## config.mk

```make
export PLATFORM = sky130hd
export DESIGN_NAME = neo_engine_flat
export DESIGN_NICKNAME = d
export VERILOG_FILES = /design/src/rtl/neo_engine_if.sv /design/src/rtl/neo_engine.sv /design/src/flat_wrapper.sv
export SDC_FILE = /design/constraint.sdc
export NUM_CORES = 2
export LEC_CHECK = 0
export CORE_MARGIN = 5
export CORE_UTILIZATION = 50
export CTS_CLUSTER_DIAMETER = 50
export DETAILED_ROUTE_END_ITERATION = 16
export PLACE_DENSITY = 0.67
export SETUP_SLACK_MARGIN = 0.5
export SLEW_MARGIN = 10
export SYNTH_ARGS = -nofsm -noshare
export SYNTH_HDL_FRONTEND = slang
export SYNTH_SLANG_ARGS = --single-unit
```

## constraint.sdc

```tcl
create_clock -name Clk -period 11.2 [get_ports Clk]
set_clock_uncertainty 0.1 [all_clocks]
set_input_delay 2.8 -clock Clk [delete_from_list [all_inputs] [get_ports Clk]]
set_output_delay 2.8 -clock Clk [all_outputs]
set_load 0.05 [all_outputs]
```

## src/rtl/neo_engine_if.sv

```systemverilog
// neo_engine_if: frame control, sample RAM read port,
// result RAM write port and frame status of the NEO engine.
interface neo_engine_if #(
  parameter int N    = 16,
  parameter int M    = 32,
  parameter int KMAX = 4,
  parameter int OW   = 2*N
);
  localparam int AW = $clog2(M);
  localparam int KW = $clog2(KMAX+1);
  localparam int CW = $clog2(M+1);

  logic                 start;
  logic [KW-1:0]        k;
  logic signed [OW-1:0] thresh;
  logic [AW-1:0]        raddr;
  logic signed [N-1:0]  rdata;
  logic                 wen;
  logic [AW-1:0]        waddr;
  logic signed [OW-1:0] wdata;
  logic                 busy;
  logic                 done;
  logic [CW-1:0]        spike_count;
  logic                 sat;

  modport master (
    output start, k, thresh, rdata,
    input  raddr, wen, waddr, wdata,
    input  busy, done, spike_count, sat
  );

  modport slave (
    input  start, k, thresh, rdata,
    output raddr, wen, waddr, wdata,
    output busy, done, spike_count, sat
  );
endinterface

```

## src/rtl/neo_engine.sv

```systemverilog
// neo_engine: lag-k nonlinear energy operator over one frame.
// Streams M samples, writes saturated psi[n], counts spikes.
module neo_engine #(
  parameter int N    = 16,
  parameter int M    = 32,
  parameter int KMAX = 4,
  parameter int OW   = 2*N
) (
  input logic         Clk,
  input logic         reset,
  neo_engine_if.slave bus
);
  localparam int AW = $clog2(M);
  localparam int KW = $clog2(KMAX+1);
  localparam int CW = $clog2(M+1);
  localparam int SW = $clog2(M+KMAX+1);
  localparam int HL = 2*KMAX+1;
  localparam int PW = 2*N;

  localparam logic signed [PW:0] SMAX =
    {{(PW+2-OW){1'b0}}, {(OW-1){1'b1}}};
  localparam logic signed [PW:0] SMIN = ~SMAX;

  typedef enum logic [1:0] {
    IDLE,
    RUN,
    FLUSH
  } st_t;

  st_t                  st;
  logic [KW-1:0]        kin;
  logic [KW-1:0]        kl;
  logic signed [OW-1:0] thr;
  logic [AW-1:0]        raddr;
  logic                 rv;
  logic [KW-1:0]        zl;
  logic [SW-1:0]        sc;
  logic                 sh;
  logic                 cv;
  logic [AW-1:0]        wc;
  logic                 wen;
  logic [AW-1:0]        waddr;
  logic signed [OW-1:0] wdata;
  logic                 done;
  logic [CW-1:0]        scnt;
  logic                 sat;

  logic signed [N-1:0]  hs [HL];
  logic [HL-1:0]        hv;

  logic signed [N-1:0]  xc;
  logic signed [N-1:0]  xp;
  logic                 vp;
  logic signed [PW-1:0] p0;
  logic signed [PW-1:0] p1;
  logic signed [PW:0]   df;
  logic signed [PW:0]   ps;
  logic signed [OW-1:0] y;
  logic                 ov;

  always_comb begin
    kin = bus.k;
    unique case (1'b1)
      (bus.k == '0):        kin = KW'(1);
      (32'(bus.k) > KMAX):  kin = KW'(KMAX);
      default:              kin = bus.k;
    endcase
  end

  // hs[0] is x[n+k], hs[k] is x[n], hs[2k] is x[n-k]
  always_comb begin
    xc = '0;
    xp = '0;
    vp = 1'b0;
    for (int i = 1; i <= KMAX; i++) begin
      if (32'(kl) == i) begin
        xc = hs[i];
        xp = hs[2*i];
        vp = hv[2*i];
      end
    end
  end

  assign p0 = PW'(xc) * PW'(xc);
  assign p1 = PW'(hs[0]) * PW'(xp);
  assign df = (PW+1)'(p0) - (PW+1)'(p1);

  always_comb begin
    ps = df;
    if (!(hv[0] && vp)) ps = '0;
    y  = ps[OW-1:0];
    ov = 1'b0;
    if (ps > SMAX) begin
      y  = SMAX[OW-1:0];
      ov = 1'b1;
    end else if (ps < SMIN) begin
      y  = SMIN[OW-1:0];
      ov = 1'b1;
    end
  end

  // k zero samples follow the last real sample in FLUSH
  assign sh = rv || (st == FLUSH && zl != '0);

  always_ff @(posedge Clk or negedge reset) begin
    if (!reset) begin
      st    <= IDLE;
      kl    <= '0;
      thr   <= '0;
      raddr <= '0;
      rv    <= 1'b0;
      zl    <= '0;
      sc    <= '0;
      cv    <= 1'b0;
      wc    <= '0;
      wen   <= 1'b0;
      waddr <= '0;
      wdata <= '0;
      done  <= 1'b0;
      scnt  <= '0;
      sat   <= 1'b0;
      hv    <= '0;
      for (int i = 0; i < HL; i++) hs[i] <= '0;
    end else begin
      done <= 1'b0;
      wen  <= cv;
      rv   <= (st == RUN);
      cv   <= sh && (sc >= SW'(kl));
      if (sh) begin
        for (int i = HL-1; i > 0; i--) hs[i] <= hs[i-1];
        hs[0] <= rv ? bus.rdata : '0;
        hv    <= {hv[HL-2:0], rv};
        sc    <= sc + SW'(1);
        if (!rv) zl <= zl - KW'(1);
      end
      if (cv) begin
        waddr <= wc;
        wdata <= y;
        wc    <= wc + AW'(1);
        if (ov) sat <= 1'b1;
      end
      if (wen && wdata > thr) scnt <= scnt + CW'(1);
      unique case (st)
        IDLE: begin
          if (bus.start) begin
            st   <= RUN;
            kl   <= kin;
            thr  <= bus.thresh;
            zl   <= kin;
            sc   <= '0;
            wc   <= '0;
            scnt <= '0;
            sat  <= 1'b0;
            hv   <= '0;
            for (int i = 0; i < HL; i++) hs[i] <= '0;
          end
        end
        RUN: begin
          if (raddr == AW'(M-1)) st <= FLUSH;
          else raddr <= raddr + AW'(1);
        end
        FLUSH: begin
          if (wen && waddr == AW'(M-1)) begin
            st    <= IDLE;
            raddr <= '0;
            done  <= 1'b1;
          end
        end
        default: st <= IDLE;
      endcase
    end
  end

  assign bus.raddr       = raddr;
  assign bus.wen         = wen;
  assign bus.waddr       = waddr;
  assign bus.wdata       = wdata;
  assign bus.busy        = (st != IDLE);
  assign bus.done        = done;
  assign bus.spike_count = scnt;
  assign bus.sat         = sat;
endmodule

```

## src/flat_wrapper.sv

```systemverilog
// flat-port wrapper written by rule: the top's interface ports become plain ports
module neo_engine_flat 
#(
  parameter int N    = 16,
  parameter int M    = 32,
  parameter int KMAX = 4,
  parameter int OW   = 2*N
)
  (Clk, reset, bus_start, bus_k, bus_thresh, bus_rdata, bus_raddr, bus_wen, bus_waddr, bus_wdata, bus_busy, bus_done, bus_spike_count, bus_sat);
  neo_engine_if #(.N(N), .M(M), .KMAX(KMAX), .OW(OW)) bus_i ();
  input logic Clk;
  input logic reset;
  input wire logic [$bits(bus_i.start)-1:0] bus_start;
  input wire logic [$bits(bus_i.k)-1:0] bus_k;
  input wire logic [$bits(bus_i.thresh)-1:0] bus_thresh;
  input wire logic [$bits(bus_i.rdata)-1:0] bus_rdata;
  output wire logic [$bits(bus_i.raddr)-1:0] bus_raddr;
  output wire logic [$bits(bus_i.wen)-1:0] bus_wen;
  output wire logic [$bits(bus_i.waddr)-1:0] bus_waddr;
  output wire logic [$bits(bus_i.wdata)-1:0] bus_wdata;
  output wire logic [$bits(bus_i.busy)-1:0] bus_busy;
  output wire logic [$bits(bus_i.done)-1:0] bus_done;
  output wire logic [$bits(bus_i.spike_count)-1:0] bus_spike_count;
  output wire logic [$bits(bus_i.sat)-1:0] bus_sat;
  assign bus_i.start = bus_start;
  assign bus_i.k = bus_k;
  assign bus_i.thresh = bus_thresh;
  assign bus_i.rdata = bus_rdata;
  assign bus_raddr = bus_i.raddr;
  assign bus_wen = bus_i.wen;
  assign bus_waddr = bus_i.waddr;
  assign bus_wdata = bus_i.wdata;
  assign bus_busy = bus_i.busy;
  assign bus_done = bus_i.done;
  assign bus_spike_count = bus_i.spike_count;
  assign bus_sat = bus_i.sat;
  neo_engine #(.N(N), .M(M), .KMAX(KMAX), .OW(OW)) u_core (.Clk(Clk), .reset(reset), .bus(bus_i));
endmodule
```

==> impl_metrics.py <==
metrics = {
    "run_status": {
        "status": "finished, final reports clean",
    },
    "critical_path": {
        "rr_startpoint": "u_core.kl[2]",
        "rrSetupSlack_ns": 1.13,
        "path_class": "flop to flop",
        "r2r_end": "u_core.bus.wdata[17]",
        "cp_slowest_cell": "or3_2",
        "crit_fanout": 22,
        "crit_path_max_incr_delay_ns": 0.74,
        "rr_worst_depth": 29,
        "cp-end-kind": "flop",
        "worst-endpoint-required_ns": 11.52,
        "worst_path_most_repeated_cell": "fa_1",
        "worstPathArrival_ns": 10.40,
        "startpoint_type": "flop",
    },
    "route": {
        "vias": 22172,
        "wl_per_cell_um": 18.40,
        "ant_nets": 0,
        "viasPerCell": 5.237,
        "first_pass_iters": 5,
        "drc": 0,
        "routed_wl_um": 77890,
        "drt_iter0_drc": 1570,
    },
    "global_route": {
        "grt_max_degree": 104,
        "grt.total_usage_pct": 23.77,
        "antenna_found_initial": 0,
        "grt_first_pass_wirelength_um": 127800,
        "grt_pass1_vias": 23854,
        "grt_overflow": 0,
    },
    "sta": {
        "whs_ns": 0.3865,
        "rsz0062_at_grt": "false",
        "post-route-period-util_pct": 89.95,
        "period_minus_slack_ns": 10.07,
        "finalSetupViolCount": 0,
        "finalHoldViolCount": 0,
        "slew_headroom_pct": 26.85,
        "setup_tns_ns": 0,
        "maxSlewViolCount": 0,
        "worst-slew-pin-transition_ns": 1.097,
        "fmax_mhz": 99.26,
    },
    "synthesis": {
        "synth_edf_count": 0,
        "ys_types": 66,
        "synthArstFlopShare_pct": 100.0,
        "syn_inst": 3363,
        "ys.flop_type": "dfrtp_1",
        "syn-cell-area_um2": 31320,
        "synth-seq-area-share_pct": 20.53,
        "yosysWarnings": 0,
        "syn_nets": 4184,
        "ys_ff_latch": 257,
        "syn_avg_cell_area_um2": 9.313,
    },
    "worst_hold_path": {
        "hold_end": "u_core.thr[0]",
        "hold_depth": 2,
        "worstHoldStart": "u_core.thr[0]",
        "hp-class": "flop to flop",
    },
    "final_layout": {
        "final_common_cell": "inv_1",
        "fin_util_pct": 54.90,
        "fill_cells": 5596,
        "drive_gt1_share_pct": 3.240,
        "area_delta_synth_final_pct": 8.377,
        "nNetsFinal": 4201,
        "design_area_um2": 33950,
        "layout_common_cells": "765 x inv_1, 558 x fa_1, 543 x nand2_1",
    },
    "floorplanning": {
        "die_width_um": 260.3,
        "start_util_pct": 50.66,
        "num_io_pins": 106,
        "row_count": 91,
        "die-area_um2": 67750,
        "die_h_um": 260.3,
        "core_um2": 61830,
    },
    "flow_run": {
        "max_cap_viol_count": 0,
    },
    "clock_network": {
        "post_cts_buffers": 0,
        "tritoncts": "built",
        "path_clk_slew_ns": 0.07,
        "h-tree-depth": 1,
        "clk_path_buf_depth": 3,
        "root_buffer": "clkbuf_16",
        "clk_latency_ns": 0.52,
        "clkSinkCount": 257,
        "cts_buffers": 22,
    },
    "place": {
        "dpl_cell_area_um2": 33180,
        "gp_congestion": 0.8923,
        "io_buffers": 105,
        "dpl.hpwl_um": 62130,
    },
}
-- synthesized netlist by cell type, types with 19 or more instances --
| library cell | n | share of area [%] |
|---|---|---|
| a22oi_1 | 49 | 1.2 |
| a21o_1 | 19 | 0.46 |
| ha_1 | 209 | 8.3 |
| dfrtp_1 | 257 | 21 |
| clkbuf_1 | 135 | 1.6 |
| mux2i_1 | 42 | 1.3 |
| xnor2_1 | 41 | 1.1 |
| nand2_1 | 543 | 6.5 |
| o22ai_1 | 22 | 0.44 |
| a21oi_1 | 180 | 2.9 |
| fa_1 | 558 | 36 |
| xor2_1 | 23 | 0.64 |
| o21ai_0 | 58 | 0.93 |
| inv_1 | 765 | 9.2 |
| nor2_1 | 124 | 1.5 |
| nor2b_1 | 73 | 1.5 |
| o221ai_1 | 23 | 0.64 |
| and2_1 | 56 | 1.1 |
-- through the flow --
step	setup slack, ns	instances
final	1.125	4234
after global routing	0.5451	4232
after CTS	0.7128	4232
after detailed placement	0.4613	4193
after global placement	0.6715	4193
after floorplan	2.162	3363
-- area by class of cell --
| class | count | area [um^2] | share of cell area, % |
|---|---|---|---|
| Multi-Input combinational cell | 2177 | 21440 | 63.15 |
| Clock buffer | 37 | 708.2 | 2.086 |
| Antenna cell | 2 | 5.005 | 0.01474 |
| Sequential cell | 257 | 6432 | 18.95 |
| Tap cell | 837 | 1047 | 3.085 |
| Inverter | 770 | 2894 | 8.526 |
| Timing Repair Buffer | 152 | 1413 | 4.161 |
| Clock inverter | 2 | 10.01 | 0.02949 |
-- metal layers --
layer	track usage, %	wire (um)	up-vias
li1	-	-	10228
met1	31.55	32030	11312
met2	40.58	38860	516
met3	3.986	4258	116
met4	6.927	2737	0
met5	0	0	-
-- state kept, by name (all words and copies together), names as in the netlist --
register,count
u_core.bus.wen,1
u_core.wc,5
u_core.thr,32
u_core.hs,144
u_core.bus.wdata,32
u_core.bus.raddr,5
u_core.bus.done,1
u_core.bus.spike_count,6
u_core.hv,9
u_core.bus.sat,1
u_core.kl,3
u_core.bus.waddr,5
u_core.sc,6
u_core.zl,3
u_core.st,2
u_core.rv,1
u_core.cv,1
-- worst max-delay path, delay by kind of cell, from the launching register on --
family          cells  cell delay [ns]
flops               1             0.44
xor+xnor            1             0.25
simple gates        3             1.40
compound gates      8             2.16
buf+inv             8             1.22
fa+ha+maj           9             4.38
-- worst max-delay path by stage --
stage | cells past startpoint | from | slack (ns) | end
final | 29 | u_core.kl[2] | 1.13 | u_core.bus.wdata[17]
after global routing | 29 | u_core.kl[2] | 0.55 | u_core.bus.wdata[17]
after CTS | 29 | u_core.kl[0] | 0.71 | u_core.bus.wdata[28]
after detailed placement | 29 | u_core.kl[0] | 0.46 | u_core.bus.wdata[28]
after global placement | 29 | u_core.kl[2] | 0.67 | u_core.bus.wdata[28]
after floorplan | 35 | u_core.kl[0] | 2.16 | u_core.bus.wdata[25]
-- kinds of logic after synthesis --
family,Yosys count,share of synthesized area [%]
AOI/OAI and AO/OA,423,8.665
xor gates and xnor gates,65,1.842
adders and majority gates,775,44.27
buffers and inverters,929,11.19
DFF,257,20.53
muxes,48,1.558
and+or+nand+nor,866,11.95
-- timing repair --
| action | in CTS | in global routing |
|---|---|---|
| setup endpoints to repair | 22 | 22 |
| resized for setup | 1 | 7 |
| hold buffers | 0 | 0 |
| cloned | 0 | 0 |
Power is left out: the tool's default activity adds up to more than one toggle a clock period on the data nets, which glitch-free logic cannot reach.
